File: src/rtl/hazard_ctrl.sv
// Pipeline hazard/sequencing controller: forwarding, load-use, redirect, memory-wait handling and watchdog.
// Optional performance counters are built only when HAZARD_PERF_EN is defined.
module hazard_ctrl #(
    parameter int unsigned TIMEOUT = 16,
    parameter int unsigned REG_W   = 5,
    parameter int unsigned CNT_W   = 32
) (
    input  logic             clk,
    input  logic             rst,
    input  logic [REG_W-1:0] Rs1D,
    input  logic [REG_W-1:0] Rs2D,
    input  logic [REG_W-1:0] Rs1E,
    input  logic [REG_W-1:0] Rs2E,
    input  logic [REG_W-1:0] RdE,
    input  logic             ResultSrcE0,
    input  logic             PCSrcE,
    input  logic [REG_W-1:0] RdM,
    input  logic [REG_W-1:0] RdW,
    input  logic             RegWriteM,
    input  logic             RegWriteW,
    input  logic             MemReqM,
    input  logic             imem_ready,
    input  logic             dmem_ready,
    output logic             StallF,
    output logic             StallD,
    output logic             StallE,
    output logic             StallM,
    output logic             FlushD,
    output logic             FlushE,
    output logic             FlushW,
    output logic [1:0]       ForwardAE,
    output logic [1:0]       ForwardBE,
    output logic             halted,
    output logic [1:0]       bus_err,
    output logic [CNT_W-1:0] stall_cnt,
    output logic [CNT_W-1:0] flush_cnt
);

    typedef enum logic [1:0] {RUN, IWAIT, DWAIT, HALT} state_t;

    localparam int unsigned     WC_W    = (TIMEOUT > 2) ? $clog2(TIMEOUT) : 1;
    localparam logic [WC_W-1:0] WC_LAST = WC_W'(TIMEOUT - 1);

    state_t          state;
    logic [WC_W-1:0] wcnt;

    logic lwstall, dwait, iwait;
    logic row_halt, row_dwait, row_branch, row_lw, row_iwait;

    always_comb begin
        ForwardAE = 2'b00;
        if (RegWriteM && (RdM != '0) && (RdM == Rs1E))
            ForwardAE = 2'b10;
        else if (RegWriteW && (RdW != '0) && (RdW == Rs1E))
            ForwardAE = 2'b01;
    end

    always_comb begin
        ForwardBE = 2'b00;
        if (RegWriteM && (RdM != '0) && (RdM == Rs2E))
            ForwardBE = 2'b10;
        else if (RegWriteW && (RdW != '0) && (RdW == Rs2E))
            ForwardBE = 2'b01;
    end

    assign lwstall = ResultSrcE0 && (RdE != '0) && ((RdE == Rs1D) || (RdE == Rs2D));
    assign dwait   = MemReqM && !dmem_ready;
    assign iwait   = !imem_ready;

    // One-hot priority decode: exactly one row (or none) is active each cycle.
    assign row_halt   = (state == HALT);
    assign row_dwait  = !row_halt && dwait;
    assign row_branch = !row_halt && !dwait && PCSrcE;
    assign row_lw     = !row_halt && !dwait && !PCSrcE && lwstall;
    assign row_iwait  = !row_halt && !dwait && !PCSrcE && !lwstall && iwait;

    always_comb begin
        StallF = 1'b0;
        StallD = 1'b0;
        StallE = 1'b0;
        StallM = 1'b0;
        FlushD = 1'b0;
        FlushE = 1'b0;
        FlushW = 1'b0;
        if (row_halt) begin
            StallF = 1'b1;
            StallD = 1'b1;
            StallE = 1'b1;
            StallM = 1'b1;
        end else if (row_dwait) begin
            StallF = 1'b1;
            StallD = 1'b1;
            StallE = 1'b1;
            StallM = 1'b1;
            FlushW = 1'b1;
        end else if (row_branch) begin
            FlushD = 1'b1;
            FlushE = 1'b1;
        end else if (row_lw) begin
            StallF = 1'b1;
            StallD = 1'b1;
            FlushE = 1'b1;
        end else if (row_iwait) begin
            StallF = 1'b1;
            FlushD = 1'b1;
        end
    end

    // wcnt counts wait cycles already spent, so entering a wait state loads 1;
    // this makes HALT land on edge TIMEOUT for a wait that starts at cycle 0.
    always_ff @(posedge clk or posedge rst) begin
        if (rst) begin
            state   <= RUN;
            wcnt    <= '0;
            halted  <= 1'b0;
            bus_err <= 2'b00;
        end else begin
            case (state)
                RUN: begin
                    if (row_dwait) begin
                        state <= DWAIT;
                        wcnt  <= WC_W'(1);
                    end else if (row_iwait) begin
                        state <= IWAIT;
                        wcnt  <= WC_W'(1);
                    end
                end
                IWAIT: begin
                    if (row_dwait) begin
                        state <= DWAIT;
                        wcnt  <= '0;
                    end else if (!row_iwait) begin
                        state <= RUN;
                        wcnt  <= '0;
                    end else if (wcnt == WC_LAST) begin
                        state   <= HALT;
                        halted  <= 1'b1;
                        bus_err <= 2'b01;
                    end else begin
                        wcnt <= wcnt + WC_W'(1);
                    end
                end
                DWAIT: begin
                    if (!row_dwait) begin
                        state <= RUN;
                        wcnt  <= '0;
                    end else if (wcnt == WC_LAST) begin
                        state   <= HALT;
                        halted  <= 1'b1;
                        bus_err <= 2'b10;
                    end else begin
                        wcnt <= wcnt + WC_W'(1);
                    end
                end
                default: begin
                    state  <= HALT;
                    halted <= 1'b1;
                end
            endcase
        end
    end

`ifdef HAZARD_PERF_EN
    always_ff @(posedge clk or posedge rst) begin
        if (rst) begin
            stall_cnt <= '0;
            flush_cnt <= '0;
        end else begin
            if (StallF && !row_halt)
                stall_cnt <= stall_cnt + CNT_W'(1);
            if (FlushD || FlushE)
                flush_cnt <= flush_cnt + CNT_W'(1);
        end
    end
`else
    assign stall_cnt = '0;
    assign flush_cnt = '0;
`endif

endmodule

File: config.mk
export PLATFORM = sky130hd
export DESIGN_NAME = hazard_ctrl
export DESIGN_NICKNAME = d
export VERILOG_FILES = /design/src/rtl/hazard_ctrl.sv
export SDC_FILE = /design/constraint.sdc
export NUM_CORES = 1
export LEC_CHECK = 0
export ABC_AREA = 1
export CORE_MARGIN = 4
export CORE_UTILIZATION = 30
export DETAILED_ROUTE_END_ITERATION = 6
export GPL_ROUTABILITY_DRIVEN = 0
export PLACE_DENSITY = 0.69
export SYNTH_ARGS = -nofsm -noshare
export SYNTH_HDL_FRONTEND = slang
export SYNTH_SLANG_ARGS = --single-unit
File: constraint.sdc
create_clock -name clk -period 2.35 [get_ports clk]
set_clock_uncertainty 0.05 [all_clocks]
set_input_delay 0.3525 -clock clk [delete_from_list [all_inputs] [get_ports clk]]
set_output_delay 0.3525 -clock clk [all_outputs]
set_load 0.05 [all_outputs]
==> impl_metrics.py, run 1 <==
metrics = {
    "timing": {
        "setup_viol": 0,
        "fmax_mhz": 448.6,
        "slew_headroom_pct": 66.17,
        "rsz0062_at_grt": "false",
        "hold_viol": 0,
        "tightestPinTransition_ns": 0.5059,
        "fin_crit_ns": 2.229,
        "maxSlewViolCount": 0,
        "timing.final.crit_share_pct": 94.87,
        "worst_hold_slack_ns": 0.3462,
    },
    "power": {
        "p_sw_share_pct": 54.32,
        "p_seq_share_pct": 14.7,
        "power.net_switching_uw": 834.4,
        "clkPwrFrac_pct": 11.9,
        "powerDensity_mw_per_mm2": 663.2,
        "intPower_uw": 701.5,
        "p_comb_share_pct": 73.4,
        "p_leak_nw": 1.182,
        "peakVddDrop_v": 0.0003883,
    },
    "clock_network": {
        "cts_tree": "yes",
        "clock-sinks": 9,
        "clkLatencyLatePin_ns": 0.24,
        "clockBufferDepth": 2,
        "cts-buffers-inserted": 3,
        "cts_max_level": 1,
        "root_buffer": "clkbuf_8",
        "path_clk_slew_ns": 0.05,
        "post_cts_buffers": 0,
    },
    "synthesis": {
        "synth_top_area_cell": "buf_4",
        "netlist_instances": 247,
        "ys_ff_latch": 9,
        "netlist_area_sq_mm": 0.001720,
        "synth_area_per_cell_sq_um": 6.965,
        "async_flop_share_pct": 100.0,
        "ys_warn_count": 0,
        "ys.flop_type": "dfrtp_1",
        "synth_top_cell_area_share_pct": 28.36,
        "yosysSeqAreaShare_pct": 13.09,
        "yosys.cell_count.top_type": "buf_4",
        "synth_area_leaders": "buf_4, dfrtp_1, nand2_1",
        "synth_edf_count": 0,
        "synthDistinctLibCells": 34,
        "synth_commonest_cells": "buf_4, nand2_1, inv_1",
    },
    "route": {
        "drt-pass1-iter-count": 4,
        "dr.first_iter.drc_count": 59,
        "drcViolationCount": 0,
        "via_count": 1510,
        "wire_per_inst_microns": 10.53,
        "totalWireLength_mm": 4.021,
        "routed_via_density": 3.953,
        "antenna_left": 0,
    },
    "floorplan": {
        "die_height_microns": 83.73,
        "core_sq_mm": 0.005540,
        "die-area_sq_mm": 0.007010,
        "num_io_pins": 122,
        "initial_utilization_pct": 31.05,
        "die_w_microns": 83.73,
        "placement_rows": 27,
    },
    "final_layout": {
        "fin_area_sq_mm": 0.002316,
        "antenna_cells": 0,
        "drive_gt1_share_pct": 16.77,
        "fin_nets": 360,
        "area_growth_pct": 34.62,
    },
    "worst_setup_path": {
        "cp_cell_sequence": "clkdlybuf4s50_1, or2_2, o41ai_1, inv_1, nand4_1, nor2_2, buf_12",
        "crit_arrival_ns": 1.83,
        "worstSetupPathType": "input pin to output port",
        "startpoint_type": "input pin",
        "cpMaxStageDelayCell": "clkdlybuf4s50_1",
        "path_buf_inv": 3,
        "cp_top_family": "buffers and inverters",
        "path_max_fanout": 3,
        "cp.required_ns": 1.95,
        "critPathCaptureType": "output port",
        "slowest_delay_ns": 0.45,
    },
    "worst_hold_path": {
        "worstHoldPathType": "input pin to asynchronous set/reset pin",
    },
    "global_routing": {
        "grt_pass1_vias": 1430,
        "grt_start_max_net_pins": 10,
        "grt-ovfl-total": 0,
        "grt_pass1_wl_mm": 6.320,
        "antenna_found_initial": 0,
        "grt_usage_pct": 10.79,
    },
    "placed_design": {
        "hpwl_mm": 3.676,
        "placed_cell_area_sq_mm": 0.002266,
        "io_buffers": 57,
    },
    "outcome": {
        "status": "finished, final reports clean",
    },
    "flow_run": {
        "cap_violations": 0,
    },
}
==> cells by family after synthesis <==
group | after synthesis | share of synthesized area (%)
buffers and inverters | 97 | 35.35
AND/OR/NAND/NOR | 91 | 26.91
XOR/XNOR | 23 | 11.71
AO/OA/AOI/OAI | 20 | 8.509
flip-flops | 9 | 13.09
adder cells (fa/ha/maj) | 5 | 3.636
other | 1 | 0.2180
multiplexers | 1 | 0.5818
==> through the flow <==
step	worst slack (ns)	utilization [%]	power, mW	cells	setup TNS [ns]
final	0.1206	41.80	1.536	382	0
after global routing	0.01417	41.80	1.658	382	0
after CTS	0.08413	41.71	1.544	382	0
after detailed placement	0.08717	40.90	1.354	378	0
after global placement	0.1297	40.90	1.338	378	0
after floorplan	-0.1101	-	1.104	310	-0.1101
==> path summary, 6_finish.rpt <==
check                      startpoint           end  cells past startpoint  slack [ns]
max in group asynchronous         rst       wcnt[1]                      2        1.63
max reg2reg                  state[0]    bus_err[0]                      9        0.64
min reg2reg                    halted        halted                      1        0.43
min                               rst    bus_err[0]                      2        0.35
max                            RdW[0]  ForwardAE[0]                      7        0.12
min in group clk               halted        halted                      1        0.43
==> cell usage in the layout (no fill, tap or decap), types with 8 or more instances in the layout <==
cell,netlist,final
inv_1,23,23
nand3_1,8,8
conb_1,1,64
nor2_1,12,10
xnor2_1,12,12
inv_2,8,8
xor2_1,11,11
nand2_1,46,46
buf_12,0,9
dfrtp_1,9,9
clkdlybuf4s50_1,0,46
==> power groups by stage <==
stage / Combinational, mW / Clock (mW) / Sequential [mW]
after floorplan: 0.883 / 0 / 0.221
after global placement: 1.11 / 0 / 0.226
after detailed placement: 1.13 / 0 / 0.228
after CTS: 1.13 / 0.188 / 0.225
after global routing: 1.22 / 0.202 / 0.231
final: 1.13 / 0.182 / 0.226
==> per-layer routing <==
| layer | up-vias | GRT usage, % | part of all wire [%] | wire length, microns |
|---|---|---|---|---|
| met2 | 66 | 20.68 | 54 | 2172 |
| met5 | - | 0 | 0 | 0 |
| li1 | 768 | - | - | - |
| met1 | 666 | 11.59 | 36 | 1443 |
| met4 | 0 | 4.532 | 2.8 | 114 |
| met3 | 10 | 1.579 | 7.2 | 290 |
==> worst register-to-register path: cells and delay by family (launching register included) <==
kind | cells | cell delay (ns)
AND/OR/NAND/NOR | 4 | 0.42
buffers and inverters | 1 | 0.11
AO/OA/AOI/OAI | 3 | 0.36
adder cells (fa/ha/maj) | 1 | 0.27
flip-flops | 1 | 0.41
==> final cells by class <==
class	instances	area [sq um]
fill	562	3224
multi-input combinational	204	1150
timing repair buffer	61	685.7
sequential	9	225.2
inverter	32	120.1
tap	72	90.09
clock buffer	4	45.04
==> what timing repair did <==
action | in CTS | in global routing
gates resized for setup | 0 | 2
hold buffers | 0 | 0
endpoints found under the setup margin | 0 | 2
==> state kept, by name, summed over array words and instances (netlist names) <==
| name | cells |
|---|---|
| wcnt | 4 |
| bus_err | 2 |
| state | 2 |
| halted | 1 |
No activity file was read; power rests on OpenSTA's default activity.
==> run 2: changes to the inputs <==
Settings changed: CORE_UTILIZATION 30 to 38, PLACE_DENSITY 0.69 to 0.85.
==> run 2 against run 1 <==
Against the previous run:
- power grew 0.74%
- combinational power is essentially flat
- worst hold slack lost 0.013 ns
- cell area shrank 1.1%
- critical path type unchanged
- maximum frequency shrank 2.7%
- wire length grew 7.2%
- worst setup slack lost 0.062 ns
- utilization grew 11 points
- sequential share of layout area grew 0.11 points
- clock-buffer cell count is the same
- via count grew 3.7%
==> impl_metrics.py, run 2 (synthesized netlist as in run 1, its figures left out) <==
metrics = {
    "floorplan": {
        "initial_utilization_pct": 39.51,
        "die_w_microns": 75.29,
        "core_sq_mm": 0.004354,
        "die_height_microns": 75.29,
        "num_io_pins": 122,
        "placement_rows": 24,
        "die-area_sq_mm": 0.005668,
    },
    "final_layout": {
        "area_growth_pct": 33.16,
        "fin_area_sq_mm": 0.002291,
        "fin_nets": 359,
        "largest-register": "wcnt",
        "final_common_cell": "conb_1",
        "fin_util_pct": 52.61,
        "antenna_cells": 0,
        "nFillCells": 397,
        "final_cell_mix": "conb_1, nand2_1, clkdlybuf4s50_1",
        "largest_register_ff_count": 4,
        "reg_top3": "wcnt x4, bus_err x2, state x2",
        "drive_gt1_share_pct": 16.83,
    },
    "route": {
        "wire_per_inst_microns": 11.94,
        "routed_via_density": 4.338,
        "drt-pass1-iter-count": 4,
        "antenna_left": 0,
        "via_count": 1566,
        "totalWireLength_mm": 4.312,
        "dr.first_iter.drc_count": 97,
        "drcViolationCount": 0,
    },
    "clock_network": {
        "clockBufferDepth": 2,
        "cts_tree": "yes",
        "root_buffer": "clkbuf_8",
        "cts_max_level": 1,
        "cts-buffers-inserted": 3,
        "clock-sinks": 9,
        "path_clk_slew_ns": 0.05,
        "clkLatencyLatePin_ns": 0.23,
        "cts_hold_buf": 0,
    },
    "timing": {
        "fmax_mhz": 436.3,
        "hold_viol": 0,
        "timing.final.crit_share_pct": 97.53,
        "tightestPinTransition_ns": 0.5047,
        "fin_crit_ns": 2.292,
        "setup_viol": 0,
        "slew_headroom_pct": 66.25,
        "worst_hold_slack_ns": 0.3327,
        "maxSlewViolCount": 0,
    },
    "worst_setup_path": {
        "worstSetupPathType": "input pin to output port",
        "cpMaxStageDelayCell": "clkdlybuf4s50_1",
        "critPathCaptureType": "output port",
        "path_buf_inv": 3,
        "cp_top_family": "buffers and inverters",
        "startpoint": "RdM[0]",
        "cp.required_ns": 1.95,
        "crit_arrival_ns": 1.89,
        "path_max_fanout": 2,
        "slowest_delay_ns": 0.42,
        "r2r-start": "state[1]",
        "startpoint_type": "input pin",
        "cp_cell_sequence": "clkdlybuf4s50_1, or2_2, o41ai_2, buf_4, nor4_2, nor2_2, buf_12",
    },
    "global_routing": {
        "grt_pass1_wl_mm": 6.285,
        "grt-ovfl-total": 0,
        "grt_pass1_vias": 1482,
        "grt_usage_pct": 14.14,
        "grt_start_max_net_pins": 10,
        "antenna_found_initial": 0,
    },
    "power": {
        "powerDensity_mw_per_mm2": 675.3,
        "p_leak_nw": 1.181,
        "peakVddDrop_v": 0.0002757,
    },
    "flow_run": {
        "cap_violations": 0,
    },
    "placed_design": {
        "io_buffers": 57,
        "placed_cell_area_sq_mm": 0.002233,
        "hpwl_mm": 3.863,
    },
    "worst_hold_path": {
        "worstHoldPathType": "input pin to asynchronous set/reset pin",
    },
    "outcome": {
        "status": "finished, final reports clean",
    },
}
-- run 2: cell count changes in the layout (fill, tap and decap cells not counted) --
cell / change
buf_4: -1
o41ai_1: -1
o41ai_2: +1
-- run 2: worst paths after layout --
kind	end	slack, ns	depth (start not counted)
worst min-delay path	wcnt[1]	0.33	2
max in group asynchronous	halted	1.66	2
worst max register to register	bus_err[1]	0.63	9
min in group clk	halted	0.44	1
worst max-delay path	ForwardAE[0]	0.06	7
worst min register to register	halted	0.44	1
-- run 2: what timing repair did --
action                     in CTS  in global routing
gates resized for setup         0                  3
buffers inserted                0                  0
setup endpoints to repair       0                  2
-- run 2: per-stage QoR --
stage	setup WS, ns	power (mW)	TNS [ns]	cells
floorplan	-0.1101	1.104	-0.1101	310
global placement	0.1296	1.323	0	357
detailed placement	0.06356	1.355	0	357
CTS	0.05077	1.546	0	361
global route	-0.006151	1.662	-0.006151	361
finish	0.05811	1.547	0	361
-- run 2: report_power, final --
group / leakage (nW) / internal (mW) / total [mW] / switching (mW)
Clock: 0.0228 / 0.118 / 0.183 / 0.0643
Sequential: 0.104 / 0.192 / 0.227 / 0.0355
Combinational: 1.05 / 0.386 / 1.14 / 0.751
Total: 1.18 / 0.696 / 1.55 / 0.851
-- run 2: area by class of cell --
class,count,area [sq um],share of cell area [%]
sequential,9,225.2,9.831
inverter,32,120.1,5.243
clock buffer,4,45.04,1.966
timing repair buffer,60,678.2,29.60
tap,52,65.06,2.840
multi-input combinational,204,1157,50.52
-- run 2: metal layers --
layer | wire length, microns | share of wire (%) | GRT usage (%)
met1 | 1336 | 31 | 13.78
met2 | 2548 | 59 | 29.72
met3 | 333 | 7.7 | 1.869
met4 | 94 | 2.2 | 4.272
met5 | 0 | 0 | 0
==> run 3: changes to the inputs <==
Settings changed: HOLD_SLACK_MARGIN from default to 0.05.
==> results of run 3 <==
The final DEF is identical to that of run 2; final timing and power are the same.
